**src/rtl/sdio_func_xfer_arbiter.sv**
```systemverilog
// Round-robin arbiter sharing one SDIO CMD53 block engine between function requesters.
// Optional abort support is compiled in with SDIO_XFER_ABORT_EN.
module sdio_func_xfer_arbiter #(
    parameter int unsigned NUM_FUNCS  = 4,
    parameter int unsigned BLK_CNT_W  = 9,
    parameter int unsigned BLOCK_SIZE = 512
) (
    input  logic                           clk,
    input  logic                           rst,
    input  logic [NUM_FUNCS-1:0]           i_req,
    input  logic [NUM_FUNCS-1:0]           i_req_write,
    input  logic [NUM_FUNCS*17-1:0]        i_req_addr,
    input  logic [NUM_FUNCS*BLK_CNT_W-1:0] i_req_count,
    output logic [NUM_FUNCS-1:0]           o_grant,
    output logic [NUM_FUNCS-1:0]           o_done,
    output logic [NUM_FUNCS-1:0]           o_err,
    output logic                           o_busy,
    output logic                           o_eng_start,
    input  logic                           i_eng_ready,
    output logic                           o_eng_write,
    output logic [16:0]                    o_eng_addr,
    output logic [2:0]                     o_eng_func,
    input  logic                           i_eng_blk_done,
`ifdef SDIO_XFER_ABORT_EN
    input  logic [NUM_FUNCS-1:0]           i_abort,
`endif
    input  logic                           i_eng_blk_err
);

    localparam int unsigned IDX_W  = (NUM_FUNCS > 1) ? $clog2(NUM_FUNCS) : 1;
    localparam int unsigned ADDR_W = 17;
    localparam int unsigned REM_W  = BLK_CNT_W + 1;

    typedef enum logic [2:0] {S_IDLE, S_GRANT, S_ISSUE, S_WAIT_BLK, S_FINISH} state_t;

    state_t               state_q, state_d;
    logic [IDX_W-1:0]     gidx_q, gidx_d;
    logic [IDX_W-1:0]     rr_q, rr_d;
    logic [REM_W-1:0]     rem_q, rem_d;
    logic [NUM_FUNCS-1:0] grant_d, done_d, err_d;
    logic                 start_d, write_d, busy_d;
    logic [ADDR_W-1:0]    addr_d;
    logic [2:0]           func_d;

    logic                 pick_found;
    logic [IDX_W-1:0]     pick_idx, cand;
    logic [NUM_FUNCS-1:0] pick_onehot;
    logic                 sel_write;
    logic [ADDR_W-1:0]    sel_addr;
    logic [BLK_CNT_W-1:0] sel_count;
    logic                 abort_c;

    // First requester at or after the round-robin pointer, wrapping
    always_comb begin
        pick_found  = 1'b0;
        pick_idx    = '0;
        cand        = '0;
        pick_onehot = '0;
        for (int unsigned k = 0; k < NUM_FUNCS; k++) begin
            cand = IDX_W'((32'(rr_q) + k) % NUM_FUNCS);
            if (!pick_found && i_req[cand]) begin
                pick_found = 1'b1;
                pick_idx   = cand;
            end
        end
        for (int unsigned f = 0; f < NUM_FUNCS; f++) begin
            pick_onehot[f] = pick_found && (pick_idx == IDX_W'(f));
        end
    end

    // Request fields of the granted function
    always_comb begin
        sel_write = 1'b0;
        sel_addr  = '0;
        sel_count = '0;
        for (int unsigned f = 0; f < NUM_FUNCS; f++) begin
            if (gidx_q == IDX_W'(f)) begin
                sel_write = i_req_write[f];
                sel_addr  = i_req_addr[f*ADDR_W +: ADDR_W];
                sel_count = i_req_count[f*BLK_CNT_W +: BLK_CNT_W];
            end
        end
    end

`ifdef SDIO_XFER_ABORT_EN
    logic abort_pend_q;
    // o_grant is only non-zero while a transfer is owned, so it qualifies the abort
    always_ff @(posedge clk) begin
        if (rst || state_q == S_FINISH) begin
            abort_pend_q <= 1'b0;
        end else if (|(i_abort & o_grant)) begin
            abort_pend_q <= 1'b1;
        end
    end
    assign abort_c = abort_pend_q | (|(i_abort & o_grant));
`else
    assign abort_c = 1'b0;
`endif

    always_comb begin
        state_d = state_q;
        gidx_d  = gidx_q;
        rr_d    = rr_q;
        rem_d   = rem_q;
        grant_d = o_grant;
        done_d  = '0;
        err_d   = '0;
        start_d = o_eng_start;
        write_d = o_eng_write;
        addr_d  = o_eng_addr;
        func_d  = o_eng_func;
        case (state_q)
            S_IDLE: begin
                if (pick_found) begin
                    gidx_d  = pick_idx;
                    grant_d = pick_onehot;
                    state_d = S_GRANT;
                end
            end
            S_GRANT: begin
                write_d = sel_write;
                addr_d  = sel_addr;
                rem_d   = (sel_count == '0) ? (REM_W'(1) << BLK_CNT_W) : REM_W'(sel_count);
                func_d  = 3'(gidx_q) + 3'd1;
                start_d = !abort_c;
                state_d = S_ISSUE;
            end
            S_ISSUE: begin
                if (o_eng_start && i_eng_ready) begin
                    start_d = 1'b0;
                    state_d = S_WAIT_BLK;
                end else if (abort_c) begin
                    start_d = 1'b0;
                    err_d   = o_grant;
                    grant_d = '0;
                    state_d = S_FINISH;
                end
            end
            S_WAIT_BLK: begin
                if (i_eng_blk_done) begin
                    rem_d = rem_q - REM_W'(1);
                    if (i_eng_blk_err || abort_c) begin
                        err_d   = o_grant;
                        grant_d = '0;
                        state_d = S_FINISH;
                    end else if (rem_q == REM_W'(1)) begin
                        done_d  = o_grant;
                        grant_d = '0;
                        state_d = S_FINISH;
                    end else begin
                        addr_d  = o_eng_addr + ADDR_W'(BLOCK_SIZE);
                        start_d = 1'b1;
                        state_d = S_ISSUE;
                    end
                end
            end
            S_FINISH: begin
                rr_d    = (gidx_q == IDX_W'(NUM_FUNCS - 1)) ? '0 : gidx_q + IDX_W'(1);
                state_d = S_IDLE;
            end
            default: state_d = S_IDLE;
        endcase
        busy_d = (state_d != S_IDLE);
    end

    always_ff @(posedge clk) begin
        if (rst) begin
            state_q     <= S_IDLE;
            gidx_q      <= '0;
            rr_q        <= '0;
            rem_q       <= '0;
            o_grant     <= '0;
            o_done      <= '0;
            o_err       <= '0;
            o_busy      <= 1'b0;
            o_eng_start <= 1'b0;
            o_eng_write <= 1'b0;
            o_eng_addr  <= '0;
            o_eng_func  <= '0;
        end else begin
            state_q     <= state_d;
            gidx_q      <= gidx_d;
            rr_q        <= rr_d;
            rem_q       <= rem_d;
            o_grant     <= grant_d;
            o_done      <= done_d;
            o_err       <= err_d;
            o_busy      <= busy_d;
            o_eng_start <= start_d;
            o_eng_write <= write_d;
            o_eng_addr  <= addr_d;
            o_eng_func  <= func_d;
        end
    end

endmodule
```
**config.mk**
```make
export PLATFORM = sky130hd
export DESIGN_NAME = sdio_func_xfer_arbiter
export DESIGN_NICKNAME = d
export VERILOG_FILES = /design/src/rtl/sdio_func_xfer_arbiter.sv
export SDC_FILE = /design/constraint.sdc
export NUM_CORES = 1
export LEC_CHECK = 0
export BUFFER_PORTS_ARGS = -buffer_cell sky130_fd_sc_hd__buf_4
export CORE_ASPECT_RATIO = 0.75
export CORE_MARGIN = 2
export CORE_UTILIZATION = 51
export DETAILED_ROUTE_END_ITERATION = 8
export PLACE_DENSITY = 0.86
export SETUP_SLACK_MARGIN = 0.5
export SLEW_MARGIN = 10
export SYNTH_ARGS = -nofsm -noshare
export SYNTH_HDL_FRONTEND = slang
export SYNTH_SLANG_ARGS = --single-unit
```
**constraint.sdc**
```tcl
create_clock -name clk -period 6.2 [get_ports clk]
set_clock_uncertainty 0.05 [all_clocks]
set_input_delay 0.93 -clock clk [delete_from_list [all_inputs] [get_ports clk]]
set_output_delay 0.93 -clock clk [all_outputs]
set_load 0.05 [all_outputs]
```
==> results of run 1 <==
## critical path, stage by stage, from the launching register on
cell,delay (ns)
dfxtp_1,0.43
ha_1,1.00
nor2b_1,0.10
buf_4,0.25
a221oi_1,0.30
o31ai_1,0.12
a22oi_1,0.26
o32ai_2,0.10
## layer usage
| layer | routed length, microns | vias to the layer above |
|---|---|---|
| met5 | 0 | - |
| met4 | 146 | 0 |
| met3 | 1010 | 14 |
| met2 | 5040 | 237 |
| met1 | 4870 | 1855 |
| li1 | - | 1854 |
## sequential cells by signal, indices dropped and copies added (netlist names)
name,cells
rr_q,2
o_grant,4
gidx_q,2
o_eng_func,3
rem_q,10
o_eng_write,1
state_q,3
o_eng_addr,17
o_err,4
o_done,4
o_eng_start,1
o_busy,1
## layout make-up
cell class | instances | area, sq um
Tap cell | 81 | 101
Multi-Input combinational cell | 337 | 2080
Sequential cell | 52 | 1040
Clock inverter | 1 | 30.0
Clock buffer | 7 | 96.3
Fill cell | 502 | 1740
Timing Repair Buffer | 154 | 1160
Inverter | 11 | 41.3
## worst max-delay path by stage
stage                           to  slack [ns]
finish              o_eng_addr[16]        3.45
global route         o_eng_addr[3]        3.32
CTS                 o_eng_addr[16]        3.54
detailed placement  o_eng_addr[16]        3.54
global placement            o_busy        3.63
floorplan                   o_busy        3.91
## per-stage QoR
stage	cell area [sq um]	total power, W
detailed placement	4420	0.000831
global route	4550	0.00114
floorplan	3300	0.000683
global placement	4420	0.000821
CTS	4550	0.00108
finish	4550	0.00109
## where the power goes
part / total (W) / switching (W) / leakage, nW / internal [W]
Combinational: 0.000433 / 0.000261 / 1.44 / 0.000173
Sequential: 0.000402 / 0.0000355 / 0.425 / 0.000367
Clock: 0.000257 / 0.000114 / 0.0645 / 0.000143
## kinds of logic after synthesis
group | count (synthesis)
AOI/OAI and AO/OA | 153
adders and majority gates | 7
buffers and inverters | 44
DFF | 52
muxes | 8
and+or+nand+nor | 169
## synth_stat cells, types with 2 or more instances
cell	n	area (sq um)
o211a_1	2	20.0
buf_2	8	40.0
o21ai_1	2	10.0
o21ai_0	25	125
a22oi_1	5	37.5
a221oi_1	19	166
ha_1	7	87.6
and2_1	6	37.5
nor4_1	5	31.3
a211oi_1	7	52.6
and3_1	5	31.3
nand2_1	34	128
dfxtp_1	52	1040
nand3b_1	6	45.0
a22o_1	3	26.3
mux2_2	3	33.8
o21a_1	4	30.0
mux2i_1	5	50.1
clkbuf_1	23	86.3
a21oi_1	50	250
nor2_1	30	113
nand2b_1	2	12.5
a31oi_1	6	37.5
o211ai_1	2	15.0
inv_1	10	37.5
nand3_1	13	65.1
nor2b_1	28	175
o31ai_1	9	67.6
o31a_1	2	17.5
a41oi_1	2	17.5
nor3_1	29	145
==> reports/results.txt, run 1 <==
Reg clk slew, reported paths: 0.10 ns
Die ar.: 7140 sq um
met3 usage: 0.0657
worst hold-check path type: reg2reg
syn_nets: 557
post-route ant nets: 0
fin. max-slew vios: 0
fmax: 364 MHz
Syn Area/Cell: 7.63 sq um
hold path start: o_eng_func[1]
worst setup slack after layout: 3.45 ns
synthesized area: 3300 sq um
row cnt: 25
Worst Setup End Kind: flop
CTS Hold Buffers Added: 0
filler-free cell count of the finished design: 643
Async SR Flop Fraction: 0
commonest non-fill, non-tap cell in the layout: buf_4
Worst Setup SP: gidx_q[0]
pin count of the biggest net entering global routing: 56
pre-CTS setup slack: 3.54 ns
post-synthesis xor/xnor area fraction: 0
residual DRC count: 0
1st-iter DRT viols: 325
GR peak layer: met2
crit share post-route: 0.444
status: finished, final reports clean
Area growth syn-to-layout: 37.7%
Worst Tran Pin Value: 1.21 ns
Post-synth EDFFs: 0
adder-cell share of the synthesized area: 0.0265
vias per cell: 6.16
CORE AREA: 6290 sq um
CTS tree: built
Nets: 685
fin crit period: 2.75 ns
Fin. Hold Viols: 0
post-cts sizing count: 0
met2 global-route usage: 0.451
CTS Buf Count: 5
ys flop type: dfxtp_1
Leak Pwr: 1.92 nW
die height: 73.7 microns
Finished Core Util: 0.723
endpoint of the worst register-to-register path: o_eng_addr[16]
Syn. warnings: 0
met1 usage: 0.399
Longest Clk Path Bufs: 2
CTS H-tree lvls: 2
vias in the first global route: 3423
layout cells sized above 1: 0.310
Synth Register Bits: 52
post-synthesis simple-gate area fraction: 0.266
worst hold path depth: 2
startpoint types: flop
largest family of logic cells by synthesized area: compound AO/OA/AOI/OAI gates
Gate Count Post-Synth: 433
DR vias: 3960
Yosys cell types: 60
GPL Wtd Cong: 0.942
CP Max Fanout: 37
Initial Utilization: 0.525
WP data arrival: 2.89 ns
sequential area share after synthesis: 0.315
Global Route Usage Sum: 0.287
I/O Buffers: 151
setup bufs post-CTS: 0
reg2reg path depth: 7
worst slew margin relative to its limit: 0.193
first-pass GRT wire length: 16700 microns
max-cap viol count: 0
final hold slack: 0.410 ns
drt wl/cell: 17.2 microns
mux cell area share after synthesis: 0.0254
Setup CP Type: reg2reg
maximum VDD drop: 0.000144 V
Critical Path RT: 6.34 ns
setup_tns: 0 ns
Worst Hold End: o_eng_func[1]
Final setup viols: 0
worst skew pair latency: 0.30 ns
Initial DRT Pass Iterations: 5
io pins: 152
clk root buf: clkbuf_8
reg2reg start: gidx_q[0]
DIE WIDTH: 96.9 microns
Congestion Overflow GR: 0
hpwl dp: 8220 microns
most frequent cells in the layout: 154 x buf_4, 52 x dfxtp_1, 50 x a21oi_1
Pwr Density: 240 nW/um^2
initial antenna violation count: 0
CTS sink count: 52
WL final: 11100 microns
Reg2Reg Setup Slack: 3.45 ns
RSZ-0062 raised after global routing: no
DP Cell Count: 635
Ant. Diodes: 0
Compound-Gate Fraction of Synth Area: 0.311
Power figures use the tool's default switching activity.
==> run 2: changes to the inputs <==
- ABC_AREA: not set -> 1
- CORE_UTILIZATION: 51 -> 49
- PLACE_DENSITY: 0.86 -> 0.82
- clock period: 6.2 -> 2.8 ns (I/O delays scaled with it)
==> run 2 against run 1 <==
Flip-flop and latch count did not move. Maximum frequency rose by 31%. Design area rose by 6.5%. Hold slack got worse by 0.075 ns. Wire length rose by 4.5%. Register-to-register slack got worse by 2.7 ns. Via count rose by 6.3%. Power rose to 2.8 times the previous value. Sequential power rose by 140%. Synthesized cell count rose by 27%. Worst setup slack got worse by 2.7 ns. Critical path type unchanged. Largest power group unchanged.
==> reports/results.txt, run 2 <==
status: finished, final reports clean
Fin. Hold Viols: 0 (unchanged)
reg2reg start: gidx_q[0]
endpoint of the worst register-to-register path: rem_q[9]
hold path start: i_req_addr[59]
Longest Clk Path Bufs: 2 (unchanged)
first-pass GRT wire length: 18000 microns (+8.0%)
hpwl dp: 9040 microns (+10%)
commonest non-fill, non-tap cell in the layout: buf_4
most frequent cells after synthesis: 115 x nand2_1, 58 x a21oi_1, 53 x nor2_1, 52 x dfxtp_1, 51 x o21ai_0
DP Cell Count: 779 (+23%)
Syn. warnings: 0 (unchanged)
Reg clk slew, reported paths: 0.10 ns (about the same)
met2 global-route usage: 0.438 (-0.0135)
worst hold-check path type: in2reg
WL final: 11600 microns (+4.5%)
CTS sink count: 52 (unchanged)
Post-synth EDFFs: 0 (unchanged)
worst skew pair latency: 0.32 ns (+0.02 ns)
Power, Total: 0.00303 W (+180%)
CTS Buf Count: 5 (unchanged)
met3 usage: 0.0766 (+0.0109)
1st-iter DRT viols: 237 (-27%)
Initial DRT Pass Iterations: 8 (+3)
drt wl/cell: 14.7 microns (-15%)
Reg2Reg Setup Slack: 0.71 ns (-2.74 ns)
cell with the most instances after synthesis: nand2_1
fmax: 478 MHz (+31%)
post-cts sizing count: 0 (unchanged)
DIE WIDTH: 103 microns (+6.0%)
io pins: 152 (unchanged)
cell mode on critical path: nand2_1
die height: 78.0 microns (+5.9%)
DR vias: 4210 (+6.3%)
Congestion Overflow GR: 0 (unchanged)
fin. max-slew vios: 0 (unchanged)
initial antenna violation count: 0 (unchanged)
Worst path max stage delay: 0.37 ns (-0.63 ns)
maximum VDD drop: 0.000476 V (+230%)
worst slew margin relative to its limit: 0.684 (+0.491)
Setup CP Type: reg2reg
post-route ant nets: 0 (unchanged)
row cnt: 26 (+4.0%)
CP Max Fanout: 21 (-43%)
CTS H-tree lvls: 2 (unchanged)
I/O Buffers: 151 (unchanged)
Critical Path RT: 2.96 ns (-3.38 ns)
Largest register FFs: 17 (unchanged)
layout cells sized above 1: 0.324 (+0.0140)
Slowest cell on crit path: dfxtp_1
WP data arrival: 2.26 ns (-0.63 ns)
CTS tree: built
pin count of the biggest net entering global routing: 36 (-36%)
Worst Hold End: o_eng_addr[8]
Async SR Flop Fraction: 0 (unchanged)
reg2reg path depth: 13 (+6)
met1 usage: 0.384 (-0.0154)
Area growth syn-to-layout: 35.2%
Gate Count Post-Synth: 548 (+27%)
most frequent cells in the layout: 160 x buf_4, 115 x nand2_1, 58 x a21oi_1
FILL cells: 612 (+22%)
sequential area share after synthesis: 0.291 (-0.0246)
filler-free cell count of the finished design: 787 (+22%)
Pwr Density: 625 nW/um^2 (+160%)
biggest regs: o_eng_addr (17), rem_q (10)
GPL Wtd Cong: 0.959 (+1.8%)
Worst Setup End Kind: flop
CORE AREA: 6930 sq um (+10%)
area share of the largest cell type after synthesis: 0.291 (-0.0246)
worst hold path depth: 3 (+1)
setup_tns: 0 ns (unchanged)
Yosys top cell by area: dfxtp_1
syn_nets: 672 (+21%)
GR peak layer: met2
Worst Tran Pin Value: 0.474 ns (-0.737 ns)
Final setup viols: 0 (unchanged)
clk root buf: clkbuf_8
ys flop type: dfxtp_1
Initial Utilization: 0.517 (-0.00838)
CTS Hold Buffers Added: 0 (unchanged)
Ant. Diodes: 0 (unchanged)
Biggest register: o_eng_addr
Syn Area/Cell: 6.53 sq um (-14%)
Global Route Usage Sum: 0.282 (-0.00498)
Yosys cell types: 41 (-32%)
ranking of synthesized cells by area: dfxtp_1 29%, nand2_1 12%, a21oi_1 8.1%, o21ai_0 7.1%, nor2_1 5.6%
Die ar.: 8010 sq um (+12%)
crit share post-route: 0.747 (+0.304)
Synth Register Bits: 52 (unchanged)
CP cell instances: inv_1 -> ha_1 -> inv_1 -> nor2_2 -> buf_4 -> nand2_1 -> and2_0 -> o21ai_0 -> nor2_1 -> nand3_1 -> nand2_1 -> nand2_1 -> a21oi_1
cell family with most CP delay: simple AND/OR/NAND/NOR gates
max-cap viol count: 0 (unchanged)
synthesized area: 3580 sq um (+8.5%)
area taken by flip-flops and latches: 1040 sq um (unchanged)
worst path buffer plus inverter count: 3 (+2)
startpoint types: flop
vias per cell: 5.35 (-13%)
RSZ-0062 raised after global routing: no
setup bufs post-CTS: 0 (unchanged)
Leak Pwr: 2.36 nW (+22%)
Nets: 812 (+19%)
multi-input combinational cell area: 2190 sq um (+5.1%)
vias in the first global route: 3799 (+11%)
residual DRC count: 0 (unchanged)
fin crit period: 2.09 ns (-0.657 ns)
## run 2: cell count changes in the layout (fill, tap and decap cells not counted), moves of 15 or more
cell	change
inv_1	+31
o21ai_0	+26
a221oi_1	-17
nand2_1	+81
nand3_1	+15
nor2_1	+23
nor3_1	-17
nor2b_1	-28
## run 2: power breakdown
part	switching, W	internal, W
Clock	0.000277	0.000183
Sequential	0.000107	0.000859
Combinational	0.00103	0.000571
## run 2: per-stage QoR
| stage | util | worst slack [ns] | instance area [sq um] | hold WS, ns |
|---|---|---|---|---|
| after floorplan | - | 1.03 | 3580 | 0.416 |
| after global placement | 0.685 | 0.868 | 4750 | 0.404 |
| after detailed placement | 0.685 | 0.726 | 4750 | 0.406 |
| after CTS | 0.699 | 0.707 | 4840 | 0.332 |
| after global routing | 0.699 | 0.532 | 4840 | 0.346 |
| final | 0.699 | 0.707 | 4840 | 0.335 |
## run 2: final cells by class
class                   instances  area share
flip-flops and latches         52       0.215
multi-input cells             418       0.452
repair buffers                160       0.248
inverters                      51      0.0406
well taps                      98      0.0253
clock inverters                 3     0.00517
clock buffers                   5      0.0142
## run 2: cells by family after synthesis
group                    after synthesis  share of synthesized area
AND/OR/NAND/NOR                      249                      0.318
AO/OA/AOI/OAI                        159                      0.261
buffers and inverters                 78                     0.0989
flip-flops                            52                      0.291
adder cells (fa/ha/maj)                7                     0.0245
XOR/XNOR                               3                    0.00734
## run 2: how the worst max path moves through the flow
stage	start	endpoint	slack, ns	cells after the start
2_1_floorplan	o_eng_addr[9]	o_eng_addr[15]	1.03	9
3_3_place_gp	gidx_q[0]	rem_q[9]	0.87	13
3_5_place_dp	gidx_q[0]	rem_q[9]	0.73	13
4_1_cts	gidx_q[0]	rem_q[9]	0.71	13
5_1_grt	gidx_q[0]	rem_q[9]	0.53	14
6_report	gidx_q[0]	rem_q[9]	0.71	13
## run 2: tightest hold or removal path: stages
cell and delay [ns]:
buf_4 0.08, o211ai_1 0.07, a21oi_1 0.11
## run 2: metal layers
| layer | wire (microns) | vias to the layer above |
|---|---|---|
| met5 | 0 | - |
| met4 | 236 | 0 |
| met3 | 909 | 23 |
| met2 | 5330 | 147 |
| met1 | 5090 | 1929 |
| li1 | - | 2111 |
==> run 3: changes to the inputs <==
- ABC_AREA: 1 -> 0
- CORE_UTILIZATION: 49 -> 47
- PLACE_DENSITY: 0.82 -> 0.8
- clock period: 2.8 -> 2 ns (I/O delays scaled with it)
==> run 3 against run 2 <==
Combinational power rose by 11%. Global-route usage rose by 1.5 points. Sequential power rose by 31%. Core utilization rose by 8.5 points. Non-clock buffer count rose by 31. Worst setup slack got worse by 0.63 ns. Critical endpoint unchanged. Largest cell class unchanged. Largest power group unchanged. Highest routed layer unchanged.
==> reports/results.txt, run 3 (synthesized netlist as in run 1, its figures left out) <==
Final Cell Area: 5330 sq um (+10%)
Nets: 723 (-11%)
Gate power share: 0.491 (-0.038)
vias per cell: 6.17 (+15%)
hpwl dp: 8430 microns (-6.8%)
Largest register FFs: 17 (unchanged)
most frequent cells in the layout: 177 x buf_4, 41 x a21oi_1, 39 x dfxtp_1
GPL Wtd Cong: 0.911 (-4.9%)
worst path buffer plus inverter count: 1 (-2)
1st-iter DRT viols: 408 (+72%)
CTS tree: built
placed cell areas: 4600 sq um (-3.2%)
Setup CP Type: reg2reg
Leak Pwr: 2.21 nW (-6.1%)
RSZ-0062 raised after global routing: yes
fmax: 520 MHz (+8.9%)
drt wl/cell: 19.1 microns (+30%)
Longest Clk Path Bufs: 2 (unchanged)
Worst path max stage delay: 0.52 ns (+0.15 ns)
Slowest cell on crit path: or4_1
Congestion Overflow GR: 0 (unchanged)
Biggest register: o_eng_addr
commonest non-fill, non-tap cell in the layout: buf_4
P_sw: 0.00144 W (+1.7%)
Power, Total: 0.00363 W (+20%)
Fin. Hold Viols: 0 (unchanged)
Worst Setup End Kind: flop
crit share post-route: 0.961 (+0.214)
Switching Share: 0.397 (-0.0706)
final hold slack: 0.221 ns (-0.114 ns)
initial antenna violation count: 0 (unchanged)
Ant. Diodes: 0 (unchanged)
Initial DRT Pass Iterations: 5 (-3)
I/O Buffers: 151 (unchanged)
fin. max-slew vios: 0 (unchanged)
WL final: 13100 microns (+13%)
status: finished, final reports clean
vias in the first global route: 3895 (+2.5%)
Die ar.: 7720 sq um (-3.7%)
io pins: 152 (unchanged)
cell family with most CP delay: simple AND/OR/NAND/NOR gates
Final setup viols: 0 (unchanged)
CP Max Fanout: 10 (-52%)
row cnt: 26 (unchanged)
Area growth syn-to-layout: 61.3%
CP cell instances: buf_4 -> ha_4 -> nor2b_2 -> a21oi_2 -> or4_1 -> o31a_1 -> o21ai_1
CTS H-tree lvls: 2 (unchanged)
max-cap viol count: 0 (unchanged)
worst hold-check path type: in2reg
CORE AREA: 6800 sq um (-1.9%)
worst setup slack after layout: 0.0780 ns (-0.629 ns)
first-pass GRT wire length: 18800 microns (+4.1%)
fin crit period: 1.92 ns (-0.171 ns)
pre-CTS setup slack: -0.0262 ns (-0.752 ns)
Global Route Usage Sum: 0.297 (+0.0152)
DIE WIDTH: 101 microns (-1.9%)
CTS Buf Count: 5 (unchanged)
worst skew pair latency: 0.30 ns (-0.02 ns)
residual DRC count: 0 (unchanged)
worst slew margin relative to its limit: 0.722 (+0.0378)
WP data arrival: 2.11 ns (-0.15 ns)
die height: 76.6 microns (-1.9%)
biggest regs: o_eng_addr (17), rem_q (10)
DR vias: 4216 (+0.14%)
layout cells sized above 1: 0.467 (+0.144)
clock network fraction of total power: 0.159 (+0.007)
clk root buf: clkbuf_8
CTS sink count: 52 (unchanged)
pin count of the biggest net entering global routing: 47 (+31%)
Worst Tran Pin Value: 0.416 ns (-0.0577 ns)
sequential power share: 0.350 (+0.031)
Initial Utilization: 0.486 (-0.0311)
Critical Path RT: 2.19 ns (-0.77 ns)
startpoint types: flop
post-route ant nets: 0 (unchanged)
cell-internal power: 0.00219 W (+36%)
maximum VDD drop: 0.000358 V (-25%)
CTS Hold Buffers Added: 0 (unchanged)
Reg clk slew, reported paths: 0.09 ns (about the same)
Pwr Density: 681 nW/um^2 (+8.8%)
-- run 3: changes by cell type in the layout (fill, tap and decap cells not counted), moves of 17 or more --
cell and delta:
nor2_1 -25, inv_1 -33, nor2b_1 +24, buf_4 +17, a21oi_1 -17, nand2_1 -84
o21ai_0 -29
-- run 3: metrics by stage --
step / util / setup TNS [ns] / std cells
detailed placement: 0.676 / -0.0362 / 648
global route: 0.784 / -0.00103 / 683
floorplan: - / 0 / 433
global placement: 0.676 / 0 / 648
CTS: 0.738 / 0 / 672
finish: 0.784 / 0 / 683
-- run 3: cell type report --
| class | instances | area, sq um |
|---|---|---|
| timing repair buffer | 191 | 1560 |
| tap | 84 | 105 |
| multi-input combinational | 338 | 2470 |
| sequential | 52 | 1070 |
| clock inverter | 1 | 5.00 |
| clock buffer | 6 | 72.6 |
| fill | 428 | 1470 |
| inverter | 11 | 48.8 |
-- run 3: tightest hold or removal path: stages --
cell	delay [ns]
buf_4	0.08
a21oi_1	0.05
a21oi_1	0.11
-- run 3: power by group through the flow --
stage / sequential, W / clock, W / combinational, W
final: 0.00127 / 0.000576 / 0.00178
after global routing: 0.00128 / 0.000628 / 0.00188
after CTS: 0.00126 / 0.000575 / 0.00156
after detailed placement: 0.00127 / 0 / 0.00139
after global placement: 0.00126 / 0 / 0.00136
after floorplan: 0.00148 / 0 / 0.000700
-- run 3: final timing paths --
path	start	cells past startpoint	slack, ns	end
min	i_req_addr[59]	3	0.22	o_eng_addr[8]
min reg2reg	o_eng_func[2]	2	0.43	o_eng_func[2]
max reg2reg	gidx_q[1]	7	0.08	rem_q[9]
max	gidx_q[1]	7	0.08	rem_q[9]
-- run 3: repair_timing --
| item | in CTS | in global routing |
|---|---|---|
| cloned | 1 | 3 |
| setup endpoints to repair | 48 | 47 |
| resized for setup | 50 | 43 |
| endpoints found under the hold margin | 0 | 0 |
| pin swaps | 15 | 27 |
| setup buffers | 16 | 8 |
-- run 3: per-layer routing --
layer  GRT usage  up-vias  part of all wire
met5           0        -                 0
met4      0.0822        0             0.018
met3      0.0495       32             0.089
met2       0.485      254              0.49
met1       0.401     1986              0.40
li1            -     1944                 -
